[src/rtl/std_mcfifo.sv]
// Multi-channel synchronous FIFO: CH_NUM independent queues sharing one clock, with
// per-channel flags and occupancy, reject pulses and a sticky error. Read path is "std" or "fwft".
module std_mcfifo #(
  parameter int unsigned CH_NUM           = 4,
  parameter int unsigned DATA_WIDTH       = 32,
  parameter int unsigned FIFO_DEPTH       = 16,
  parameter int unsigned CNT_WIDTH        = $clog2(FIFO_DEPTH) + 1,
  parameter int unsigned PROG_FULL_THRESH = FIFO_DEPTH - 4,
  parameter string       READ_MODE        = "std"
) (
  input  logic                           clk,
  input  logic                           rst_n,
  input  logic [CH_NUM-1:0]              wen,
  input  logic [CH_NUM*DATA_WIDTH-1:0]   wdata,
  input  logic [CH_NUM-1:0]              ren,
  output logic [CH_NUM*DATA_WIDTH-1:0]   rdata,
  output logic [CH_NUM-1:0]              rvalid,
  output logic [CH_NUM-1:0]              empty,
  output logic [CH_NUM-1:0]              full,
  output logic [CH_NUM-1:0]              afull,
  output logic [CH_NUM*CNT_WIDTH-1:0]    cnt,
  output logic [CH_NUM-1:0]              overflow,
  output logic [CH_NUM-1:0]              underflow,
  input  logic                           err_clr,
  output logic                           err
);

  localparam int unsigned PtrW = $clog2(FIFO_DEPTH);
  localparam bit          Fwft = (READ_MODE == "fwft");

  logic [CH_NUM-1:0] ovf_ev;
  logic [CH_NUM-1:0] unf_ev;
  logic              err_q, err_d;

  for (genvar i = 0; i < CH_NUM; i++) begin : g_ch
    logic [DATA_WIDTH-1:0] mem_q [FIFO_DEPTH];
    logic [PtrW-1:0]       wptr_q, rptr_q;
    logic [CNT_WIDTH-1:0]  cnt_q, cnt_d;
    logic                  empty_q, full_q, afull_q, ovf_q, unf_q;
    logic                  wr_acc, rd_acc;
    logic [DATA_WIDTH-1:0] wd;

    assign wd        = wdata[i*DATA_WIDTH +: DATA_WIDTH];
    // Acceptance uses the registered flags, so a read cannot make room for a same-edge write.
    assign wr_acc    = wen[i] & ~full_q;
    assign rd_acc    = ren[i] & ~empty_q;
    assign ovf_ev[i] = wen[i] & full_q;
    assign unf_ev[i] = ren[i] & empty_q;

    always_comb begin
      cnt_d = cnt_q;
      if (wr_acc && !rd_acc) begin
        cnt_d = cnt_q + CNT_WIDTH'(1);
      end else if (!wr_acc && rd_acc) begin
        cnt_d = cnt_q - CNT_WIDTH'(1);
      end
    end

    always_ff @(posedge clk) begin
      if (wr_acc) begin
        mem_q[wptr_q] <= wd;
      end
    end

    always_ff @(posedge clk or negedge rst_n) begin
      if (!rst_n) begin
        wptr_q  <= '0;
        rptr_q  <= '0;
        cnt_q   <= '0;
        empty_q <= 1'b1;
        full_q  <= 1'b0;
        afull_q <= 1'b0;
        ovf_q   <= 1'b0;
        unf_q   <= 1'b0;
      end else begin
        if (wr_acc) wptr_q <= wptr_q + PtrW'(1);
        if (rd_acc) rptr_q <= rptr_q + PtrW'(1);
        cnt_q   <= cnt_d;
        empty_q <= (cnt_d == '0);
        full_q  <= (cnt_d == CNT_WIDTH'(FIFO_DEPTH));
        afull_q <= (cnt_d >= CNT_WIDTH'(PROG_FULL_THRESH));
        ovf_q   <= ovf_ev[i];
        unf_q   <= unf_ev[i];
      end
    end

    assign empty[i]                       = empty_q;
    assign full[i]                        = full_q;
    assign afull[i]                       = afull_q;
    assign overflow[i]                    = ovf_q;
    assign underflow[i]                   = unf_q;
    assign cnt[i*CNT_WIDTH +: CNT_WIDTH]  = cnt_q;

    if (Fwft) begin : g_fwft
      // Head entry is exposed directly; zeroed while empty so unwritten storage never leaks out.
      assign rdata[i*DATA_WIDTH +: DATA_WIDTH] = empty_q ? '0 : mem_q[rptr_q];
      assign rvalid[i]                         = ~empty_q;
    end else begin : g_std
      logic [DATA_WIDTH-1:0] rdata_q;
      logic                  rvalid_q;

      always_ff @(posedge clk or negedge rst_n) begin
        if (!rst_n) begin
          rdata_q  <= '0;
          rvalid_q <= 1'b0;
        end else begin
          rvalid_q <= rd_acc;
          if (rd_acc) rdata_q <= mem_q[rptr_q];
        end
      end

      assign rdata[i*DATA_WIDTH +: DATA_WIDTH] = rdata_q;
      assign rvalid[i]                         = rvalid_q;
    end
  end

  // A new reject event takes priority over a clear arriving on the same edge.
  always_comb begin
    err_d = err_q;
    if (|{ovf_ev, unf_ev}) begin
      err_d = 1'b1;
    end else if (err_clr) begin
      err_d = 1'b0;
    end
  end

  always_ff @(posedge clk or negedge rst_n) begin
    if (!rst_n) begin
      err_q <= 1'b0;
    end else begin
      err_q <= err_d;
    end
  end

  assign err = err_q;

endmodule

[config.mk]
export PLATFORM = sky130hd
export DESIGN_NAME = std_mcfifo
export DESIGN_NICKNAME = d
export VERILOG_FILES = /design/src/rtl/std_mcfifo.sv
export SDC_FILE = /design/constraint.sdc
export NUM_CORES = 2
export LEC_CHECK = 0
export ABC_AREA = 1
export CORE_UTILIZATION = 60
export CTS_CLUSTER_DIAMETER = 60
export CTS_CLUSTER_SIZE = 14
export DETAILED_ROUTE_END_ITERATION = 7
export PLACE_DENSITY_LB_ADDON = 0.05
export SETUP_SLACK_MARGIN = 0.3
export SLEW_MARGIN = 10
export SYNTH_ARGS = -nofsm -noshare
export SYNTH_HDL_FRONTEND = slang
export SYNTH_SLANG_ARGS = --single-unit
[constraint.sdc]
create_clock -name clk -period 3.4 [get_ports clk]
set_clock_uncertainty 0.15 [all_clocks]
set_input_delay 0.68 -clock clk [delete_from_list [all_inputs] [get_ports clk]]
set_output_delay 0.68 -clock clk [all_outputs]
set_load 0.01 [all_outputs]
==> flow_summary.json <==
{
  "setup_slack_ns": 0.429,
  "hpwl_um": 131000,
  "ys_seq_elements": 2253,
  "worstSkewPairLatency_ns": 0.81,
  "rsz0062_at_grt": "no",
  "leakagePower_nw": 38.6,
  "drc_errors": 0,
  "slew_violations": 0,
  "utilization_pct": 68.0,
  "tns_ns": 0,
  "synth_fp_nets": 7999,
  "cts_resized": 0,
  "slowest_stage": "clkdlybuf4s50_1",
  "cts_setup_buffers": 0,
  "grt_usage_pct": 29.3,
  "nFillCells": 11100,
  "ir_drop_v": 0.000716,
  "ff_latch_area_mm2": 0.0667,
  "slew_headroom_pct": 24.3,
  "cts_max_path_buffers": 3,
  "status": "completed",
  "die-height_um": 392,
  "drt_iter0_markers": 5924,
  "cp_cell_sequence": "clkdlybuf4s50_1",
  "cp-end-kind": "primary output",
  "hold_path.class": "register to register",
  "area_growth_pct": 12.1,
  "gr-total-overflow": 0,
  "root_buffer": "clkbuf_16",
  "placed_area_mm2": 0.0968,
  "post-route-period-util_pct": 87.4,
  "worst_slew_pin_slew_ns": 1.14,
  "crit_family": "buffers and inverters",
  "antenna_found_initial": 6,
  "syn_avg_cell_area_um2": 11.7,
  "instances_no_fill": 10200,
  "cp_max_fo": 7,
  "cts.reportedPaths.clkPinSlew_ns": 0.06,
  "powerDensity_mw_per_mm2": 844,
  "cts_max_level": 4,
  "die_w_um": 392,
  "numPortBuffers": 311,
  "crit_path_max_incr_delay_ns": 0.84,
  "dpl_worst_slack_ns": 0.219,
  "p_total_mw": 86.4,
  "ys_types": 28,
  "max_freq_ghz": 0.337,
  "dr.pass1.iters": 8,
  "vias": 59000,
  "syn-instance-count": 7832,
  "initial_core_util_pct": 60.7,
  "ioPinCount": 312,
  "hold_viol_final": 0,
  "worst-path-buf-inv": 1,
  "cp-start-kind": "register",
  "synth_warnings": 0,
  "cts_made_buffers": 185,
  "viasPerCell": 5.77,
  "gp_congestion": 0.842,
  "yosysSeqAreaShare_pct": 72.9,
  "cts_tree": "done",
  "worst_hold_slack_ns": 0.328,
  "multi_input_area_mm2": 0.0218,
  "numClockSinks": 2253,
  "detail-route-antenna-nets": 0,
  "grt_max_degree": 243,
  "final_nets": 8211,
  "synth_area_mm2": 0.0914,
  "rows": 142,
  "post_drt_wl_per_cell_um": 21.8,
  "crit_arrival_ns": 2.14,
  "grt_first_pass_wirelength_um": 340000,
  "cap_violations": 0,
  "placed_cells": 9872,
  "die_area_mm2": 0.154,
  "finalInstanceArea_mm2": 0.102,
  "grt_pass1_vias": 56500,
  "drive_gt1_share_pct": 6.35,
  "finalSetupViolCount": 0,
  "layout_min_cycle_time_ns": 2.97,
  "crit_required_ns": 2.57,
  "routed_wl_um": 223000,
  "core_region_area_mm2": 0.150,
  "worstSetupPathType": "register to primary output"
}
==> registers in the layout, summed over array words and instances (netlist names), 16 cells and up <==
signal,cells
g_ch.g_std.rdata_q,128
g_ch.rptr_q,16
g_ch.wptr_q,16
g_ch.cnt_q,20
g_ch.mem_q,2048
==> layer usage <==
layer / global-route usage [%] / wire [µm] / vias up
met4: 8.72 / 5760 / 6
met3: 4.68 / 19600 / 365
met5: 0 / 30 / -
met1: 43.8 / 95200 / 28600
li1: - / - / 27400
met2: 44.7 / 103000 / 2628
==> cell usage after synthesis <==
library cell / count / area (µm²)
nand2_1: 3231 / 12100
edfxtp_1: 2048 / 61500
nand3_1: 1578 / 7900
buf_2: 225 / 1130
dfrtp_1: 201 / 5030
nor2_1: 98 / 368
buf_4: 96 / 721
inv_1: 85 / 319
buf_6: 78 / 878
clkbuf_1: 50 / 188
ha_1: 28 / 350
xor2_1: 28 / 245
buf_1: 26 / 97.6
nand4_1: 13 / 81.3
o21ai_0: 13 / 65.1
nand3b_1: 5 / 37.5
buf_8: 4 / 60.1
dfstp_2: 4 / 105
inv_2: 4 / 15.0
inv_6: 4 / 35.0
nand2_2: 3 / 18.8
nor2_2: 3 / 18.8
buf_12: 2 / 40.0
a211oi_1: 1 / 7.51
a21oi_1: 1 / 5.00
nand2_4: 1 / 11.3
nor4_1: 1 / 6.26
o21ai_1: 1 / 5.00
==> placed cells by master, fill, tap and decap left out, types with 30 or more instances in the layout <==
master,instances
edfxtp_1,2048
buf_4,123
nand3_1,1578
dfrtp_1,188
buf_12,71
clkbuf_1,128
nand2_1,3230
nor2_1,30
clkdlybuf4s50_1,310
inv_1,80
nor2_4,68
clkbuf_16,195
==> cell type report <==
cell class                      count  share of cell area [%]
Sequential cell                  2253                    65.1
Multi-Input combinational cell   5005                    21.2
Timing Repair Buffer              506                    5.34
Clock buffer                      327                    5.29
Tap cell                         2016                    2.46
Inverter                           93                   0.370
Clock inverter                     22                   0.172
Antenna cell                        3                 0.00733
==> path summary, 6_finish.rpt <==
path | from | endpoint | slack [ns] | cells after the start
min | g_ch[2].g_std.rdata_q[25] | g_ch[2].g_std.rdata_q[25] | 0.33 | 2
min reg2reg | g_ch[2].g_std.rdata_q[25] | g_ch[2].g_std.rdata_q[25] | 0.33 | 2
max reg2reg | g_ch[3].rptr_q[0] | g_ch[3].g_std.rdata_q[30] | 0.79 | 9
max in group asynchronous | rst_n | g_ch[3].empty_q | 1.95 | 3
max | g_ch[3].cnt_q[0] | cnt[15] | 0.43 | 1
min in group asynchronous | rst_n | g_ch[1].g_std.rdata_q[19] | 0.36 | 2
==> cell families after synthesis <==
logic type	after synthesis	synth area share (%)
AND/OR/NAND/NOR	4933	22.5
XOR/XNOR	28	0.268
flip-flops	2253	72.9
AO/OA/AOI/OAI	16	0.0904
adder cells (fa/ha/maj)	28	0.383
buffers and inverters	574	3.81
==> what timing repair did <==
action,CTS,global route
hold buffers,1,0
hold endpoints to repair,52,0
endpoints found under the setup margin,0,0
==> power breakdown <==
group	internal (mW)	switching, mW	leakage [nW]
clock	10.8	9.47	2.68
combinational	9.53	21.3	14.9
sequential	33.8	1.57	21.0
total	54.1	32.3	38.6
Note: power is estimated with default switching activity, not from simulation.
